--- src/rtl/tx_string_arbiter.sv ---
// -----------------------------------------------------------------------------
// tx_string_arbiter
//
// Shares one string-transmit engine between NUM_REQ requesters. Each requester
// posts a one-cycle request pulse together with the start address of its
// string. The request is latched as "pending" and the engine is granted
// round-robin. For the winner the arbiter presents the start address, pulses
// the start strobe, waits for the engine's done strobe and then returns a
// one-cycle done pulse to that requester.
//
// Engine handshake (strobe protocol, no backpressure):
//   str_ready_o is high for exactly one cycle per job (the START cycle), and
//   str_start_addr_o is stable from the grant until the next grant. The engine
//   acts on the rising edge of str_ready_o. It answers with a one-cycle
//   str_done_i pulse. str_done_i is honoured only while waiting for the
//   current job (WAIT state) and is ignored in every other state. Between two
//   strobes str_ready_o is low for at least three cycles (WAIT, DONE, IDLE),
//   so each job gives the engine a fresh rising edge.
//
// Timing, with a request arriving while idle and nothing pending:
//   cycle 0 : req_i[i] high
//   cycle 1 : pending_o[i] high
//   cycle 2 : grant_o[i], busy_o, str_ready_o high (START)
//   cycle 3+: WAIT until str_done_i
//   str_done_i in cycle k -> req_done_o[i] in cycle k+1 (DONE)
//
// Ports:
//   clock            in   system clock, rising edge
//   reset            in   asynchronous, active-low reset
//   req_i            in   [NUM_REQ]            one-cycle request pulses
//   req_addr_i       in   [NUM_REQ*ADDR_WIDTH] start addresses, slice i for req_i[i]
//   req_done_o       out  [NUM_REQ]            one-cycle pulse: string i sent
//   req_drop_o       out  [NUM_REQ]            one-cycle pulse (cycle after the
//                                              request): req_i[i] ignored because
//                                              a request for i was already pending
//   pending_o        out  [NUM_REQ]            latched, not yet completed requests
//   grant_o          out  [NUM_REQ]            one-hot engine owner, 0 when idle
//   busy_o           out                       any grant active
//   str_ready_o      out                       start strobe to the engine
//   str_start_addr_o out  [ADDR_WIDTH]         start address to the engine
//   str_done_i       in                        one-cycle done strobe from the engine
//   state_dbg_o      out  [4]                  one-hot FSM state (IDLE, START,
//                                              WAIT, DONE = bit 0..3)
// -----------------------------------------------------------------------------
module tx_string_arbiter #(
    parameter int NUM_REQ    = 4,
    parameter int ADDR_WIDTH = 8
) (
    input  logic                          clock,
    input  logic                          reset,
    input  logic [NUM_REQ-1:0]            req_i,
    input  logic [NUM_REQ*ADDR_WIDTH-1:0] req_addr_i,
    output logic [NUM_REQ-1:0]            req_done_o,
    output logic [NUM_REQ-1:0]            req_drop_o,
    output logic [NUM_REQ-1:0]            pending_o,
    output logic [NUM_REQ-1:0]            grant_o,
    output logic                          busy_o,
    output logic                          str_ready_o,
    output logic [ADDR_WIDTH-1:0]         str_start_addr_o,
    input  logic                          str_done_i,
    output logic [3:0]                    state_dbg_o
);

    localparam int IDX_W = (NUM_REQ > 1) ? $clog2(NUM_REQ) : 1;

    typedef enum logic [3:0] {
        S_IDLE  = 4'b0001,
        S_START = 4'b0010,
        S_WAIT  = 4'b0100,
        S_DONE  = 4'b1000
    } state_t;

    // -------------------------------------------------------------------------
    // Registers
    // -------------------------------------------------------------------------
    state_t                  state_q, state_d;
    logic [IDX_W-1:0]        idx_q, idx_d;
    logic [IDX_W-1:0]        rr_ptr_q, rr_ptr_d;
    logic [NUM_REQ-1:0]      pending_q, pending_d;
    logic [ADDR_WIDTH-1:0]   addr_q [NUM_REQ];
    logic [ADDR_WIDTH-1:0]   addr_d [NUM_REQ];
    logic [NUM_REQ-1:0]      grant_q, grant_d;
    logic                    busy_q, busy_d;
    logic [ADDR_WIDTH-1:0]   str_addr_q, str_addr_d;
    logic [NUM_REQ-1:0]      req_drop_q, req_drop_d;

    // Combinational helpers
    logic [NUM_REQ-1:0]      done_now;
    logic [IDX_W-1:0]        win_idx;

    // -------------------------------------------------------------------------
    // Helpers
    // -------------------------------------------------------------------------
    function automatic logic [NUM_REQ-1:0] onehot(input logic [IDX_W-1:0] idx);
        logic [NUM_REQ-1:0] v;
        v = '0;
        for (int i = 0; i < NUM_REQ; i++) begin
            if (idx == IDX_W'(i)) v[i] = 1'b1;
        end
        return v;
    endfunction

    // Round-robin pick: first set bit at ptr, ptr+1, ... wrapping at NUM_REQ.
    // The loop runs from the farthest offset down so the nearest one wins.
    function automatic logic [IDX_W-1:0] rr_pick(input logic [NUM_REQ-1:0] pend,
                                                 input logic [IDX_W-1:0]   ptr);
        logic [IDX_W-1:0] pick;
        int               c;
        pick = '0;
        for (int k = NUM_REQ - 1; k >= 0; k--) begin
            c = int'(ptr) + k;
            if (c >= NUM_REQ) c = c - NUM_REQ;
            if (pend[IDX_W'(c)]) pick = IDX_W'(c);
        end
        return pick;
    endfunction

    // The job of idx_q completes in the DONE cycle.
    assign done_now = (state_q == S_DONE) ? onehot(idx_q) : '0;
    assign win_idx  = rr_pick(pending_q, rr_ptr_q);

    // -------------------------------------------------------------------------
    // Request capture
    // A request for an idle slot is latched. A request for a slot that is
    // already pending is dropped, except in the slot's completion cycle: there
    // the new request re-queues the slot with the new address (set wins).
    // -------------------------------------------------------------------------
    always_comb begin
        pending_d  = pending_q;
        addr_d     = addr_q;
        req_drop_d = '0;
        for (int i = 0; i < NUM_REQ; i++) begin
            if (done_now[i]) pending_d[i] = 1'b0;
            if (req_i[i]) begin
                if (!pending_q[i] || done_now[i]) begin
                    pending_d[i] = 1'b1;
                    addr_d[i]    = req_addr_i[i*ADDR_WIDTH +: ADDR_WIDTH];
                end else begin
                    req_drop_d[i] = 1'b1;
                end
            end
        end
    end

    // -------------------------------------------------------------------------
    // Arbitration FSM, next-state and registered outputs
    // -------------------------------------------------------------------------
    always_comb begin
        state_d    = state_q;
        idx_d      = idx_q;
        rr_ptr_d   = rr_ptr_q;
        grant_d    = grant_q;
        busy_d     = busy_q;
        str_addr_d = str_addr_q;
        case (state_q)
            S_IDLE: begin
                // Only requests already latched are considered, so the address
                // read from addr_q is always the one that belongs to the job.
                if (|pending_q) begin
                    idx_d      = win_idx;
                    grant_d    = onehot(win_idx);
                    busy_d     = 1'b1;
                    str_addr_d = addr_q[win_idx];
                    state_d    = S_START;
                end
            end
            S_START: begin
                state_d = S_WAIT;
            end
            S_WAIT: begin
                if (str_done_i) state_d = S_DONE;
            end
            S_DONE: begin
                rr_ptr_d = (idx_q == IDX_W'(NUM_REQ - 1)) ? '0 : idx_q + IDX_W'(1);
                grant_d  = '0;
                busy_d   = 1'b0;
                state_d  = S_IDLE;
            end
            default: begin
                grant_d = '0;
                busy_d  = 1'b0;
                state_d = S_IDLE;
            end
        endcase
    end

    // -------------------------------------------------------------------------
    // State registers
    // -------------------------------------------------------------------------
    always_ff @(posedge clock or negedge reset) begin
        if (!reset) begin
            state_q    <= S_IDLE;
            idx_q      <= '0;
            rr_ptr_q   <= '0;
            pending_q  <= '0;
            addr_q     <= '{default: '0};
            grant_q    <= '0;
            busy_q     <= 1'b0;
            str_addr_q <= '0;
            req_drop_q <= '0;
        end else begin
            state_q    <= state_d;
            idx_q      <= idx_d;
            rr_ptr_q   <= rr_ptr_d;
            pending_q  <= pending_d;
            addr_q     <= addr_d;
            grant_q    <= grant_d;
            busy_q     <= busy_d;
            str_addr_q <= str_addr_d;
            req_drop_q <= req_drop_d;
        end
    end

    // -------------------------------------------------------------------------
    // Outputs
    // -------------------------------------------------------------------------
    assign req_done_o       = done_now;
    assign req_drop_o       = req_drop_q;
    assign pending_o        = pending_q;
    assign grant_o          = grant_q;
    assign busy_o           = busy_q;
    assign str_ready_o      = (state_q == S_START);
    assign str_start_addr_o = str_addr_q;
    assign state_dbg_o      = state_q;

endmodule

--- config.mk ---
export PLATFORM = sky130hd
export DESIGN_NAME = tx_string_arbiter
export DESIGN_NICKNAME = d
export VERILOG_FILES = /design/src/rtl/tx_string_arbiter.sv
export SDC_FILE = /design/constraint.sdc
export NUM_CORES = 1
export LEC_CHECK = 0
export CAP_MARGIN = 20
export CORE_MARGIN = 2
export CORE_UTILIZATION = 27
export DETAILED_ROUTE_END_ITERATION = 6
export HOLD_SLACK_MARGIN = 0.03
export SLEW_MARGIN = 5
export SYNTH_ARGS = -nofsm -noshare
export SYNTH_HDL_FRONTEND = slang
export SYNTH_SLANG_ARGS = --single-unit
--- constraint.sdc ---
create_clock -name clock -period 1.8 [get_ports clock]
set_input_delay 0.36 -clock clock [delete_from_list [all_inputs] [get_ports clock]]
set_output_delay 0.36 -clock clock [all_outputs]
set_load 0.005 [all_outputs]
=== Yosys cells after proc, flatten, opt, wreduce, memory -nomap -nowiden ===
Index checks and enable logic that the tools add are counted.

* Output and inout port bits: 30
* Bits in registers: 61
* Memories: 0
* Bits of input ports: 39
* RAM bits: 0
* Bits in latches: 0
* Memory bits (read-only): 0

* Equality and inequality tests: 12
* Reduce and logical (&&, ||, !) cells: 19
* Divide/modulo/power cells: 0
* Bitwise gates (word level): 2
* Shift operators: 0
* Multiply operators: 0
* Magnitude comparators: 9
* Multiplexer cells: 60
* $add $sub $neg: 8

{| class="wikitable"
|+ Operators by type and width
! kind !! number
|-
| 1-bit 2-to-1 mux || 37
|-
| 2-bit 2-to-1 mux || 9
|-
| 8-bit binary-select mux with 2-bit select || 1
|-
| 2-bit by 4-bit < comparator with 1-bit output (second input constant) || 4
|-
| 4-bit 2-to-1 mux || 4
|-
| 8-bit 2-to-1 mux || 2
|-
| 2-bit AND reduction || 7
|-
| 3-bit >= comparator (second input constant) || 4
|-
| 4-bit one-hot mux with 3 select lines || 1
|-
| 1-bit binary-select mux with 2-bit select || 4
|-
| 2-bit == test (second input constant) || 4
|-
| 4-bit one-hot mux with 2 select lines || 1
|-
| 2-bit by 1-bit subtractor with 2-bit output (second input constant) || 4
|-
| 2-bit by 2-bit adder with 3-bit output (second input constant) || 2
|-
| 2-bit by 1-bit == test with 1-bit output (second input constant) || 2
|-
| 4-bit by 1-bit == test with 1-bit output (second input constant) || 1
|-
| 4-bit by 2-bit == test with 1-bit output (second input constant) || 1
|-
| 4-bit by 3-bit == test with 1-bit output (second input constant) || 1
|-
| 4-bit == test (second input constant) || 1
|-
| 1-bit logical NOT || 4
|-
| 2-bit logical NOT || 2
|-
| 1-bit logical OR || 4
|-
| 2-bit != test (second input constant) || 2
|-
| 4-bit OR reduction || 1
|-
| 7 further kinds || 7
|}

=== Depth between registers and ports, before layout ===
Gate-level depths: netlist of the first run.

* Word-level depth: 14
* Gate-level depth with buffers: 7
* Gate-level depth less buffers: 6

=== Least setup slack after synthesis of the first run ===
Ideal clock, no wire load.

* Kind: reg-to-reg
* From: register state_q[0], in the netlist state_dbg_o[0]
* To: register str_addr_q[6], in the netlist str_start_addr_o[6]
* Clock period less this slack: 1.738 ns
* Path buffers: 2
* Cell stages (with the launch flop): 8
* Arrival: 1.651 ns
* Setup slack: 0.062 ns
* Cell sequence: dfstp_2 -> buf_6 -> nor3b_2 -> nand3b_4 -> buf_4 -> nor4b_1 -> mux2i_1 -> o211ai_1

* Longest elaborated chain between the ends: 2

{| class="wikitable"
|+ RTL lines
! element !! RTL line !! source
|-
| start, declared || 76 || <nowiki>state_t state_q, state_d;</nowiki>
|-
| start signal, assigned || 202 || <nowiki>state_q <= state_d;</nowiki>
|-
| 4-bit by 1-bit == test with 1-bit output || 155 || <nowiki>case (state_q)</nowiki>
|-
| 2-bit AND reduction (no source line) || - ||
|-
| end signal, assigned || 209 || <nowiki>str_addr_q <= str_addr_d;</nowiki>
|-
| end, declared || 84 || <nowiki>logic [ADDR_WIDTH-1:0] str_addr_q, str_addr_d;</nowiki>
|}

Every way passes these cells.
A chain may end at the register's enable or synchronous reset.

=== Worst setup path after layout of the first run ===
* From: register state_q[1], in the netlist state_dbg_o[1]
* To: output port req_done_o[1]

* Longest elaborated chain between the ends: 2

{| class="wikitable"
|+ RTL lines
! element !! RTL line !! source
|-
| 4-bit == test || 119 || <nowiki>assign done_now = (state_q == S_DONE) ? onehot(idx_q) : '0;</nowiki>
|-
| 4-bit 2-to-1 mux || 119 ||
|-
| end, declared || 53 || <nowiki>output logic [NUM_REQ-1:0] req_done_o,</nowiki>
|}

Every way passes these cells.

==> results_dict.tcl, run 1 <==
set metrics [dict create \
    grt_usage_pct 13.19 \
    grtUsageMet1_pct 16.81 \
    drt-pass1-iter-count 4 \
    antenna_found_initial 0 \
    path_delay_family "buffers and inverters" \
    status "complete, but fails checks" \
    start_util_pct 27.91 \
    grt_pass1_wl_um 11500 \
    dp_cells 441 \
    syn-cell-area_mm2 0.002882 \
    ys.flop_type "dfrtp_1" \
    min_period_ps 1895 \
    synth-seq-cells 61 \
    diodes 0 \
    powerDensity_mw_per_mm2 1168 \
    fin_crit_sh_pct 105.3 \
    cts_root_buffer "clkbuf_8" \
    use_met2_pct 21.56 \
    synth_area_leader_cell "dfrtp_1" \
    async_flop_share_pct 100.0 \
    cp_data_required_time_ps 1440 \
    final_max_slew_viol_count 0 \
    fin_skew_ps 10.67 \
    port_buffers 68 \
    syn-num-nets 271 \
    ys_seq_area_share_pct 53.02 \
    synth-edff-count 0 \
    area_growth_pct 56.67 \
    arrival_ps 1540 \
    cts_tree "built" \
    clkLatencyLatePin_ps 350 \
    final_cells 476 \
    final_cell_area_mm2 0.004514 \
    vdd_drop_max_uv 407.8 \
    fin_nets 378 \
    violations "setup timing" \
    io-pin-count 69 \
    power_leakage_nw 1.952 \
    hold_viol_final 0 \
    r2r_start "pending_o[2]$_DFF_PN0_" \
    drt-wirelength-per-cell_um 16.10 \
    drt-initial-drc-count 62 \
    n_fill_cell 957 \
    die_x_um 107.3 \
    die_area_mm2 0.01151 \
    h-tree-depth 3 \
    vias 2202 \
    post-route-drc-count 0 \
    final_util_pct 43.73 \
    routed_via_density 4.626 \
    drive_above_1_share_pct 37.65 \
    crit_type "register to output port" \
    place.gp.congestion 0.7938 \
    totalWireLength_um 7662 \
    die_h_um 107.3 \
    cp_num_buf_inv 4 \
    grt_pass1_vias 2236 \
    synth_top_area_share_pct 52.11 \
    ys_types 37 \
    hp-start "addr_q[5]$_DFFE_PN0P_" \
    path_max_fanout 3 \
    place_area_mm2 0.003854 \
    max-slew-margin-rel_pct 77.90 \
    rsz0062_at_grt "true" \
    crit_top_cell "buf_6" \
    clockBufferDepth 2 \
    gr-total-overflow 0 \
    path_cells "nor4b_4, buf_4, buf_6, nand2_4, inv_2, buf_6" \
    holdCritPathClass "register to register" \
    worstMarginPinSlew_ps 331.4 \
    clk_pin_slew_worst_paths_ps 70 \
    crit_start "state_dbg_o[1]$_DFFE_PN0P_" \
    grt_max_degree 62 \
    hpwl_um 4919 \
    worst_path_largest_cell_delay_ps 410 \
    drtAntennaViolNets 0 \
    met3_usage_pct 3.814 \
    syn_avg_cell_area_um2 12.64 \
    place_ws_ps -47.62 \
    num_rows 37 \
    critPathSlowestCell "dfrtp_1" \
    crit_path_end_kind "output port" \
    cts_buffers 9 \
    worst_slack_ps -95.47 \
    drv_cap 0 \
    cts.sinks 61 \
    grt.busiest_layer "met2" \
    setup_viol 3 \
    core_mm2 0.01032 \
    startpoint_type "register" \
    yosysWarnings 0 \
    max_freq_mhz 527.6 \
    netlist_instances 228 \
    synth.area.top_cells "dfrtp_1 52%, mux2_2 9.4%, mux2i_1 5.6%" \
]
-- synth_stat cells (all sizes together) (3+ instances only) --
master,instances
and3,4
mux2i,16
mux2,33
nor2,5
o211ai,8
a21oi,5
nor4b,18
o2bb2ai,3
dfrtp,60
buf,7
ha,4
nand2,25
o21ai,6
inv,10
nand2b,6
-- metal layers --
metal	share of wire (%)	routed length, um
met4	1.0	77
met2	50	3808
met3	4.8	369
met1	44	3407
met5	0	0
-- worst paths after layout --
kind	endpoint	slack (ps)	depth (start not counted)
max	req_done_o[1]	-100	6
min	addr_q[5]$_DFFE_PN0P_	500	1
max reg2reg	str_start_addr_o[3]$_DFFE_PN0P_	-10	5
min reg2reg	addr_q[5]$_DFFE_PN0P_	500	1
max in group asynchronous	state_dbg_o[0]$_DFFE_PN1P_	950	3
min in group asynchronous	req_drop_o[3]$_DFF_PN0_	540	3
-- area by class of cell --
| class | instances | area [um^2] | area share (%) |
|---|---|---|---|
| well taps | 136 | 170.2 | 3.769 |
| inverters | 10 | 42.54 | 0.9424 |
| clock inverters | 6 | 62.56 | 1.386 |
| multi-input cells | 153 | 1553 | 34.40 |
| flip-flops and latches | 61 | 1530 | 33.90 |
| repair buffers | 100 | 1018 | 22.56 |
| clock buffers | 10 | 137.6 | 3.049 |
-- layout by cell type (no fill, tap or decap), types with 2 or more instances in the layout --
cell / synthesis / final
mux2_2: 24 / 20
buf_2: 2 / 3
clkinv_2: 0 / 2
o211ai_1: 8 / 8
inv_2: 1 / 2
buf_6: 3 / 10
nor2_1: 5 / 4
nor4b_1: 17 / 4
nor2b_1: 2 / 2
mux2i_2: 0 / 6
mux2_1: 9 / 9
o2bb2ai_1: 3 / 2
o21ai_4: 1 / 2
buf_12: 0 / 5
mux2i_1: 16 / 9
dlygate4sd2_1: 0 / 2
nor4b_2: 0 / 13
dfrtp_2: 0 / 2
and3_1: 4 / 4
nand2_4: 0 / 4
nand2_2: 4 / 3
a21oi_1: 5 / 5
inv_1: 9 / 7
buf_4: 2 / 17
nand2_8: 0 / 2
ha_1: 4 / 4
dfrtp_1: 60 / 58
nand3b_4: 1 / 3
mux2_4: 0 / 4
o21ai_0: 5 / 5
o21a_1: 2 / 2
clkbuf_8: 0 / 10
clkdlybuf4s50_1: 0 / 60
nand2_1: 21 / 16
nand2b_1: 6 / 5
a221oi_4: 1 / 2
clkinvlp_4: 0 / 3
-- worst reg2reg max path, stage by stage, from the launching register on --
cell and delay, ps:
dfrtp_2 450, or4_4 640, nand3b_4 200, nor4b_2 70, mux2i_2 180, o211ai_1 120
-- kinds of logic (layout without fill, tap and decap cells) --
kind of cell	after synthesis	in the layout	share of synthesized area, %
AOI/OAI and AO/OA	27	28	7.599
adders and majority gates	4	4	1.737
buffers and inverters	18	126	3.473
DFF	61	61	53.02
muxes	49	49	18.45
and+or+nand+nor	69	72	15.72
-- through the flow --
stage                     power [mW]  TNS, ps  hold slack, ps
final                          5.272   -129.7           496.4
after global routing           5.551   -777.6           512.3
after CTS                      4.954   -249.6           498.2
after detailed placement       3.423   -360.6           394.1
after global placement         3.393   -142.8           391.8
after floorplan                2.734        0           64.41
-- power breakdown --
group | total (mW) | internal (mW) | switching, mW | leakage, nW
Sequential | 1.80 | 1.62 | 0.180 | 0.803
Combinational | 2.25 | 1.15 | 1.09 | 1.05
Clock | 1.23 | 0.671 | 0.556 | 0.0943
Total | 5.27 | 3.44 | 1.83 | 1.95
-- sequential cells by signal, summed over array words and instances (netlist names) --
signal	flops
idx_q	2
grant_o	4
busy_o	1
addr_q	32
req_drop_o	4
str_start_addr_o	8
rr_ptr_q	2
pending_o	4
state_dbg_o	4
-- timing repair --
action,CTS,global route
cloned,2,4
endpoints found under the setup margin,18,41
setup buffers,12,3
pin swaps,9,11
endpoints found under the hold margin,46,0
hold buffers,1,0
resized for setup,45,43
(Power assumes the default switching activity.)
==> inputs of run 2 (changes only) <==
- GPL_TIMING_DRIVEN: default -> 0
==> results_dict.tcl, run 2 (synthesis gave the netlist of run 1 again) <==
set metrics [dict create \
    worst_slack_ps -63.72 \
    vias 2141 \
    antenna_found_initial 0 \
    mostFrequentLayoutCells "61 x clkdlybuf4s50_1, 53 x dfrtp_1, 26 x buf_4" \
    crit_path_end_kind "output port" \
    holdCritPathClass "primary input to async pin" \
    grt_pass1_wl_um 11110 \
    tns_ps -198.4 \
    drt-pass1-iter-count 4 \
    status "complete, but fails checks" \
    violations "setup timing" \
    drv_cap 0 \
    place.gp.congestion 0.7901 \
    final_common_cell "clkdlybuf4s50_1" \
    fin_nets 377 \
    arrival_ps 1500 \
    max-slew-margin-rel_pct 48.03 \
    rsz0062_at_grt "true" \
    crit_type "register to output port" \
    power_leakage_nw 1.946 \
    h-tree-depth 3 \
    largest_register_ffs 32 \
    drtAntennaViolNets 0 \
    io-pin-count 69 \
    drt-initial-drc-count 75 \
    fin_crit_sh_pct 103.5 \
    num_rows 37 \
    place_ws_ps -247.0 \
    cts.sinks 61 \
    core_mm2 0.01032 \
    drt-wirelength-per-cell_um 15.15 \
    hpwl_um 4880 \
    cts_buffers 9 \
    clkLatencyLatePin_ps 340 \
    cts_tree "built" \
    powerDensity_mw_per_mm2 1172 \
    max_freq_mhz 536.6 \
    grt_usage_pct 12.80 \
    hold_viol_final 0 \
    power.total_mw 5.201 \
    post-route-drc-count 0 \
    totalWireLength_um 7195 \
    start_util_pct 27.91 \
    clk_pin_slew_worst_paths_ps 70 \
    hold_buffers 0 \
    die_x_um 107.3 \
    r2r_slack_ps -10 \
    top_register "addr_q" \
    routed_via_density 4.507 \
    gr-total-overflow 0 \
    worstMarginPinSlew_ps 779.5 \
    grt_pass1_vias 2212 \
    final_max_slew_viol_count 0 \
    die_h_um 107.3 \
    cp_data_required_time_ps 1440 \
    port_buffers 68 \
    holdWs_ps 85.20 \
    path_max_fanout 4 \
    n_fill_cell 955 \
    setup_viol 6 \
    fin_skew_ps 7.511 \
    grt_max_degree 62 \
    drive_above_1_share_pct 38.94 \
    area_growth_pct 54.02 \
    final_util_pct 42.99 \
    startpoint_type "register" \
    min_period_ps 1864 \
    diodes 0 \
    die_area_mm2 0.01151 \
    clockBufferDepth 2 \
    vdd_drop_max_uv 509.5 \
    cts_root_buffer "clkbuf_8" \
]
==> run 2: critical path: stages, from the launching register on <==
cell,delay [ps]
dfrtp_2,430
nor4b_4,290
buf_6,160
buf_6,100
nand2_4,50
inv_2,50
buf_6,80
==> run 2: final cells by class <==
cell class	instances	area, um^2	share of cell area, %
Buffer	6	67.56	1.522
Timing Repair Buffer	97	903.4	20.36
Multi-Input combinational cell	149	1509	34.00
Clock buffer	9	123.9	2.791
Clock inverter	7	90.09	2.030
Tap cell	136	170.2	3.834
Inverter	10	37.54	0.8458
Sequential cell	61	1536	34.62
==> run 2: repair_timing <==
action | in CTS | in global routing
endpoints found under the hold margin | 0 | 0
gates cloned | 1 | 1
resized for setup | 61 | 32
pin swaps | 6 | 9
buffers inserted | 17 | 10
endpoints found under the setup margin | 47 | 37
==> run 2: metal layers <==
| metal | vias to the layer above | share of wire, % | track usage, % |
|---|---|---|---|
| met5 | - | 0 | 0 |
| met4 | 0 | 0.93 | 3.896 |
| met3 | 6 | 5.2 | 4.540 |
| met2 | 55 | 49 | 20.52 |
| met1 | 1045 | 45 | 16.21 |
| li1 | 1035 | - | - |
==> run 2: final timing paths <==
path | to | from | cells past startpoint
min in group clock | addr_q[21]$_DFFE_PN0P_ | addr_q[21]$_DFFE_PN0P_ | 1
max in group asynchronous | state_dbg_o[1]$_DFFE_PN0P_ | reset | 1
max reg2reg | str_start_addr_o[4]$_DFFE_PN0P_ | pending_o[2]$_DFF_PN0_ | 6
min | req_drop_o[3]$_DFF_PN0_ | reset | 1
min reg2reg | addr_q[21]$_DFFE_PN0P_ | addr_q[21]$_DFFE_PN0P_ | 1
max | req_done_o[0] | state_dbg_o[2]$_DFFE_PN0P_ | 6
==> run 2: power breakdown <==
| group | internal [mW] | total [mW] | switching (mW) |
|---|---|---|---|
| clock | 0.771 | 1.31 | 0.542 |
| sequential | 1.62 | 1.80 | 0.180 |
| combinational | 1.06 | 2.08 | 1.02 |
==> run 2: stage by stage <==
step / area, um^2 / cells
floorplan: 2882 / 228
global placement: 3732 / 432
detailed placement: 3730 / 432
CTS: 4209 / 465
global route: 4438 / 475
finish: 4438 / 475
==> edit: new RTL, flow settings as in run 1 <==
The parameter `NUM_REQ` goes from 4 to 2.
--- a/src/rtl/tx_string_arbiter.sv
+++ b/src/rtl/tx_string_arbiter.sv
@@ -43,7 +43,7 @@
 //                                              WAIT, DONE = bit 0..3)
 // -----------------------------------------------------------------------------
 module tx_string_arbiter #(
-    parameter int NUM_REQ    = 4,
+    parameter int NUM_REQ    = 2,
     parameter int ADDR_WIDTH = 8
 ) (
     input  logic                          clock,
Ports: changed (6 resized); port bits go from 69 to 43. The function was not compared with the original's and may differ.
==> edit against run 1 <==
The run still ends with negative setup slack left; global-route usage about the same; largest power group unchanged; routed wire length is 50% lower; worst setup slack better by 0.012 ns; final area down 43%; power down 25%; critical endpoint is now req_done_o[0]; utilization is 0.42 points higher; sequential share of layout area increased by 2.3 points; synthesized area is 45% lower; sequential cell count fell by 24.
==> edit: results (changes against run 1) <==
[sta]
fin_ws_ns = -0.0834  ; +0.0121 ns
max_slew_margin = 0.670  ; -0.109
timing.hold.ws_ns = 0.0198  ; -0.477 ns
finalSetupViolCount = 10  ; +7
fin_skew_ns = 0.00550  ; -0.00517 ns

[yosys]
ys_warn_count = 0  ; unchanged
yosys-top-cells-count = dfrtp_1 (36), mux2_2 (16), o21ai_0 (10), mux2i_1 (8), o21ai_1 (8)
synth_cells = 127  ; -44%
ys_seq_area_frac = 0.581  ; +0.0505
async_flop_share = 1.00  ; unchanged
synth_cell_types = 33  ; -11%
synth_nets = 148  ; -45%
ys.flop_type = dfrtp_1
synthTopCellsByArea = dfrtp_1 (56%), mux2_2 (11%), mux2i_1 (5.0%)

[detailed_routing]
vias = 1250  ; -43%
drtIter0Drc = 34  ; -45%
firstDrtPassIters = 4  ; unchanged
avgViaCountPerCell = 4.53  ; -2.1%
wl_mm = 3.86  ; -50%

[place]
place_area_um2 = 2250  ; -42%
hpwl_mm = 2.65  ; -46%
io_buffers = 42  ; -38%
gp_congestion = 0.729  ; -8.2%
post-place-ws_ns = -0.0360  ; +0.0116 ns
place_inst = 259  ; -41%

[cells_and_area]
antenna_cells = 0  ; unchanged
regMostFlops = addr_q
largest_reg_flops = 16  ; -50%
fin_nets = 221  ; -42%
final_layout_size_suffix_gt1_frac = 0.408  ; +0.0315

[run_status]
status = finished, violations left
violations = negative setup slack

[cts]
clk_path_buf_depth = 2  ; unchanged
root_buffer = clkbuf_8
clk_pin_slew_worst_paths_ns = 0.08
clk_latency_ns = 0.29  ; -0.06 ns
htreeDepth = 2  ; -1
numCtsBuffers = 5  ; -4

[global_routing]
antenna_found_initial = 0  ; unchanged
grt_pass1_wl_mm = 6.36  ; -45%
grt_max_degree = 20  ; -68%
grt_use_total = 0.132  ; about the same

[worst_setup_path]
critPathArrivalTime_ns = 1.52  ; -0.02 ns
cp_max_fo = 2  ; -1
reg2reg_slack_ns = -0.07  ; -0.06 ns

[pwr]
power_leakage_nw = 1.15  ; -41%
irDropWorstVdd_v = 0.000506  ; +24%

[hold_path]
min_path_type = in -> async

edit: cell count changes after synthesis, moves of 9 or more:
cell,run 1,this run
dfrtp_1,60,36
nand2_1,21,5
nor4b_1,17,1
mux2_1,9,0
edit: report_power, final:
part	total, W	switching [W]	internal (W)	leakage (nW)
combinational	0.00178	0.000739	0.00104	0.629
clock	0.000859	0.000308	0.000550	0.0681
sequential	0.00133	0.000171	0.00116	0.454
total	0.00396	0.00122	0.00275	1.15
edit: per-stage QoR:
step,util,TNS [ns]
floorplan,-,0
global placement,0.386,-0.140
detailed placement,0.386,-0.0954
CTS,0.431,-0.297
global route,0.441,-1.28
finish,0.441,-0.722
edit: layer usage:
layer | share of wire | GRT usage | wire, um | up-vias
li1 | - | - | - | 596
met1 | 0.45 | 0.162 | 1730 | 606
met2 | 0.47 | 0.220 | 1830 | 40
met3 | 0.062 | 0.0389 | 239 | 8
met4 | 0.015 | 0.0458 | 59 | 0
met5 | 0 | 0 | 0 | -
edit: critical path, cell delays in order, from the launching register on:
cell     delay (ns)
dfrtp_1        0.40
buf_6          0.12
or4b_4         0.48
nor2_2         0.11
buf_2          0.12
edit: layout make-up:
type                       instances  area, um2
clock inverter                     3       65.1
inverter                           6       25.0
clock buffer                       5       68.8
timing repair buffer              71        699
sequential                        37        930
tap                               75       93.8
fill                             554       3250
multi-input combinational         79        686
edit: cell families after synthesis:
group	synth area share
AOI/OAI and AO/OA	0.115
DFF	0.581
xor gates and xnor gates	0.00549
buffers and inverters	0.0360
muxes	0.163
and+or+nand+nor	0.0995
edit: path summary, 6_finish.rpt:
| kind | from | end | cells past startpoint |
|---|---|---|---|
| max | state_dbg_o[2]$_DFFE_PN0P_ | req_done_o[0] | 4 |
| min | reset | state_dbg_o[3]$_DFFE_PN0P_ | 1 |
| max reg2reg | state_dbg_o[2]$_DFFE_PN0P_ | addr_q[5]$_DFFE_PN0P_ | 6 |
| min reg2reg | rr_ptr_q$_DFFE_PN0N_ | rr_ptr_q$_DFFE_PN0N_ | 1 |
| max in group asynchronous | reset | addr_q[10]$_DFFE_PN0P_ | 2 |
| min in group clock | rr_ptr_q$_DFFE_PN0N_ | rr_ptr_q$_DFFE_PN0N_ | 1 |
edit: timing repair:
item                                    4_1_cts  5_1_grt
pin swaps                                     7       13
buffers inserted                              9        2
gates cloned                                  0        0
endpoints found under the setup margin       16       27
resized for setup                            26       31
